--- config.mk ---
export PLATFORM = sky130hd
export DESIGN_NAME = aer_tx_scheduler
export DESIGN_NICKNAME = d
export VERILOG_FILES = /design/src/rtl/aer_tx_scheduler.sv
export SDC_FILE = /design/constraint.sdc
export NUM_CORES = 1
export LEC_CHECK = 0
export BUFFER_PORTS_ARGS = -buffer_cell sky130_fd_sc_hd__buf_2
export CAP_MARGIN = 25
export CORE_MARGIN = 4
export CORE_UTILIZATION = 30
export CTS_CLUSTER_SIZE = 20
export DETAILED_ROUTE_END_ITERATION = 12
export GPL_ROUTABILITY_DRIVEN = 0
export GPL_TIMING_DRIVEN = 0
export HOLD_SLACK_MARGIN = 0.08
export PLACE_DENSITY = 0.44
export SETUP_SLACK_MARGIN = 0.05
export SYNTH_ARGS = -nofsm -noshare
export SYNTH_HDL_FRONTEND = slang
export SYNTH_SLANG_ARGS = --single-unit
--- constraint.sdc ---
create_clock -name clk -period 6.15 [get_ports clk]
set_input_delay 0.3075 -clock clk [delete_from_list [all_inputs] [get_ports clk]]
set_output_delay 0.3075 -clock clk [all_outputs]
set_load 0.05 [all_outputs]
--- src/rtl/aer_tx_scheduler.sv ---
// aer_tx_scheduler: latches per-pixel events and sends them one at a time over a 4-phase AER bus,
// choosing rows and then columns round-robin.
module aer_tx_scheduler #(
    parameter int ROWS = 2,
    parameter int COLS = 4,
    parameter int CNT_W = 8,
    localparam int N = ROWS * COLS,
    localparam int ROW_W = ROWS > 1 ? $clog2(ROWS) : 1,
    localparam int COL_W = COLS > 1 ? $clog2(COLS) : 1
) (
    input  logic             clk,
    input  logic             rst,
    input  logic [N-1:0]     ev_in,
    input  logic [N-1:0]     ev_pol,
    input  logic             tx_en,
    input  logic             aer_ack,
    output logic             aer_req,
    output logic [ROW_W-1:0] aer_row,
    output logic [COL_W-1:0] aer_col,
    output logic             aer_on,
    output logic             busy,
    output logic [CNT_W-1:0] ovf_cnt
);
    typedef enum logic [2:0] {IDLE, ROW, COL, REQ, RELEASE} state_t;
    state_t state;
    logic [N-1:0] pend, pol, clr, take;
    logic [ROWS-1:0] row_any;
    logic [COLS-1:0] cur, cur_pol;
    logic [ROW_W-1:0] row_ptr, grow, row_nx;
    logic [COL_W-1:0] col_ptr, gcol, col_nx;
    logic drop;

    assign cur = COLS'(pend >> (aer_row * COLS));
    assign cur_pol = COLS'(pol >> (aer_row * COLS));
    assign clr = {N{state == REQ && aer_ack}} & (N'(1) << (aer_row * COLS + aer_col));
    // a new event on the clearing edge re-arms the latch instead of counting as a drop
    assign take = ev_in & ~(pend & ~clr);
    assign drop = |(ev_in & pend & ~clr);
    assign row_nx = (aer_row == ROW_W'(ROWS - 1)) ? '0 : aer_row + 1'b1;
    assign col_nx = (gcol == COL_W'(COLS - 1)) ? '0 : gcol + 1'b1;

    always_comb begin
        for (int r = 0; r < ROWS; r++) row_any[r] = |pend[r*COLS +: COLS];
    end

    // second pass overrides with the first hit at or above the pointer, giving wrap-around priority
    always_comb begin
        grow = row_ptr;
        for (int r = ROWS - 1; r >= 0; r--) if (row_any[r]) grow = ROW_W'(r);
        for (int r = ROWS - 1; r >= 0; r--) if (row_any[r] && ROW_W'(r) >= row_ptr) grow = ROW_W'(r);
    end

    always_comb begin
        gcol = col_ptr;
        for (int c = COLS - 1; c >= 0; c--) if (cur[c]) gcol = COL_W'(c);
        for (int c = COLS - 1; c >= 0; c--) if (cur[c] && COL_W'(c) >= col_ptr) gcol = COL_W'(c);
    end

    always_ff @(posedge clk) begin
        if (rst) begin
            state   <= IDLE;
            pend    <= '0;
            pol     <= '0;
            row_ptr <= '0;
            col_ptr <= '0;
            aer_req <= 1'b0;
            aer_row <= '0;
            aer_col <= '0;
            aer_on  <= 1'b0;
            busy    <= 1'b0;
            ovf_cnt <= '0;
        end else begin
            pend <= (pend & ~clr) | ev_in;
            pol  <= (pol & ~take) | (ev_pol & take);
            if (drop && ovf_cnt != '1) ovf_cnt <= ovf_cnt + 1'b1;
            case (state)
                IDLE: if (tx_en && |pend && !aer_ack) begin
                    state <= ROW;
                    busy  <= 1'b1;
                end
                ROW: begin
                    aer_row <= grow;
                    state   <= COL;
                end
                COL: begin
                    aer_col <= gcol;
                    aer_on  <= cur_pol[gcol];
                    col_ptr <= col_nx;
                    aer_req <= 1'b1;
                    state   <= REQ;
                end
                REQ: if (aer_ack) begin
                    aer_req <= 1'b0;
                    state   <= RELEASE;
                end
                RELEASE: if (!aer_ack) begin
                    if (!tx_en) begin
                        state <= IDLE;
                        busy  <= 1'b0;
                    end else if (|cur) begin
                        state <= COL;
                    end else begin
                        row_ptr <= row_nx;
                        state   <= |pend ? ROW : IDLE;
                        busy    <= |pend;
                    end
                end
                default: state <= IDLE;
            endcase
        end
    end
endmodule
==> results.cfg <==
[clock_network]
htree_levels = 2
cts_resized = 0
cts_buffers = 5
clock_sinks = 36
clock_path_buffers = 2
clk_latency_ns = 0.29
postCtsSetupBuffers = 0
cts-root-buf = clkbuf_8
path_clk_slew_ns = 0.07
postCtsHoldBufs = 0
cts_tree = built

[global_routing]
grt_pass1_vias = 1846
grt_usage_pct = 13.7
antenna_found_initial = 0
grt_max_degree = 11
globalRouteOverflowTotal = 0
grt_pass1_wl_um = 9260

[placed_design]
postPlaceCellArea_um2 = 2380
hpwlAfterDp_um = 4230
io_buffers = 32

[timing]
fin_crit_ns = 2.34
setup_violations = 0
final.period_utilization_pct = 38.1
clock_skew_ns = 0.00362
grt_setup_unrepaired = no
tightest_slew_ns = 0.590
setup-tns-final_ns = 0
finalHoldViolations = 0
max_freq_mhz = 426
slew_violations = 0
worst_slew_margin_rel_pct = 60.4

[setup_path]
crit_fanout = 10
critPathKind = flip-flop to flip-flop
start_kind = flip-flop
cp.arrival_ns = 2.52
crit_required_ns = 6.33
endpoint_kind = flip-flop
rrSetupSlack_ns = 3.81

[synth]
synth_cell_types = 52
syn_nets = 292
synth.top_cell.area_share_pct = 34.3
synthMuxAreaShare_pct = 9.76
synth_top_family_by_area = simple AND/OR/NAND/NOR gates
yosys-top-cells-count = 37 x nand2_1, 36 x dfxtp_1, 28 x a21oi_1, 28 x nor2_1, 13 x nand3_1
syn-cell-area_um2 = 2100
synthArstFlopShare_pct = 0
yosys.area_share.adder_pct = 0.595
yosys.area_share.simple_pct = 32.0
synth_area_leaders = dfxtp_1 34%, a21oi_1 6.7%, nand2_1 6.6%, nor2_1 5.0%, mux2i_1 4.8%
postSynthAreaPerCell_um2 = 7.76
synth.largest_area_cell = dfxtp_1
seq_area_frac_synth_pct = 34.3
synthMostInstantiatedCell = nand2_1
synthXorXnorAreaFrac_pct = 0
yosys_most_used_dff = dfxtp_1
ys_ff_latch = 36
syn_inst = 271
synth_compound_area_share_pct = 18.3
ys.warnings.count = 0
synth-edff-count = 0

[drt]
wl_per_cell_um = 13.7
vias_per_cell = 5.05
drtIter0Drc = 77
detail-route-antenna-nets = 0
first_pass_iters = 4
num_vias = 2049
drt_wl_total_um = 5550
route.detailed.drc = 0

[pwr]
peakVddDrop_mv = 0.0884
leakagePower_uw = 0.000989
p_per_area_nw_per_um2 = 255

[cells_and_area]
drive_gt1_share_pct = 19.4
nNetsFinal = 331
fin_util_pct = 36.5
antenna-diode-count = 0
area_growth_pct = 17.9
fin_area_um2 = 2480

[floorplan]
dieArea_um2 = 8410
initial_utilization_pct = 30.9
die_w_um = 91.7
rows = 30
io_pins = 34
die_h_um = 91.7
coreArea_um2 = 6790

[status]
status = finished, final reports clean

[job]
cap_violations = 0

[min_path]
hold_class = input pin to flip-flop
## power by group
group / internal (µW) / switching [µW]
Clock: 99.8 / 84.2
Sequential: 251 / 18.3
Combinational: 66.1 / 111
Total: 417 / 214
## cell families (layout without fill, tap and decap cells)
logic type	count (synthesis)	after routing
and+or+nand+nor	130	130
adders and majority gates	1	1
AOI/OAI and AO/OA	62	62
DFF	36	36
buffers and inverters	24	63
muxes	18	18
## final timing paths
check / startpoint / endpoint / depth (start not counted)
setup reg to reg: aer_col[1]$_SDFFE_PP0P_ / ovf_cnt[5]$_SDFFE_PP0P_ / 8
hold reg to reg: flip-flop / flip-flop / 2
hold / removal: ev_pol[1] / flip-flop / 3
setup / recovery: aer_col[1]$_SDFFE_PP0P_ / ovf_cnt[5]$_SDFFE_PP0P_ / 8
## metal layers
metal / vias to the layer above / wire, µm / GRT usage (%)
li1: 1051 / - / -
met1: 942 / 2620 / 18.2
met2: 49 / 2540 / 22.1
met3: 7 / 310 / 2.87
met4: 0 / 77 / 4.46
met5: - / 0 / 0
## placed cells by master, fill, tap and decap left out, types with 3 or more instances in the layout
cell type / n
buf_2: 38
o21ai_0: 11
nor4b_1: 3
o211ai_1: 3
a211oi_1: 3
nand2_1: 37
a21oi_1: 28
nor2b_1: 8
clkbuf_1: 8
mux2_2: 6
mux2i_1: 10
clkbuf_8: 7
inv_1: 9
nand2b_1: 4
nand4_1: 4
nand3_1: 13
or3_1: 5
nor2_1: 28
dfxtp_1: 36
nor3b_1: 4
nor3_1: 5
and2_1: 3
## area by class of cell
cell class                      instances  area [µm²]
Buffer                                 15        71.3
Clock buffer                            7        96.3
Fill cell                             749        4320
Inverter                                9        33.8
Multi-Input combinational cell        211        1280
Sequential cell                        36         721
Tap cell                               96         120
Timing Repair Buffer                   32         160
## worst max-delay path: stages, from the launching register on
cell and delay, ns:
dfxtp_1 0.36, clkbuf_1 0.36, nor3_1 0.14, a21oi_1 0.17, o22ai_1 0.09, and4_1 0.20
buf_2 0.17, nor4b_1 0.36, mux2_2 0.38
## stage by stage
stage          setup WS (ns)  total power [µW]  cells  hold slack (ns)
3_5_place_dp            3.80               454    399            0.450
2_1_floorplan           3.73               407    271            0.425
5_1_grt                 3.57               673    406            0.251
6_report                3.81               631    406            0.251
3_3_place_gp            3.78               455    399            0.447
4_1_cts                 3.78               643    406            0.246
(Power assumes the default switching activity.)
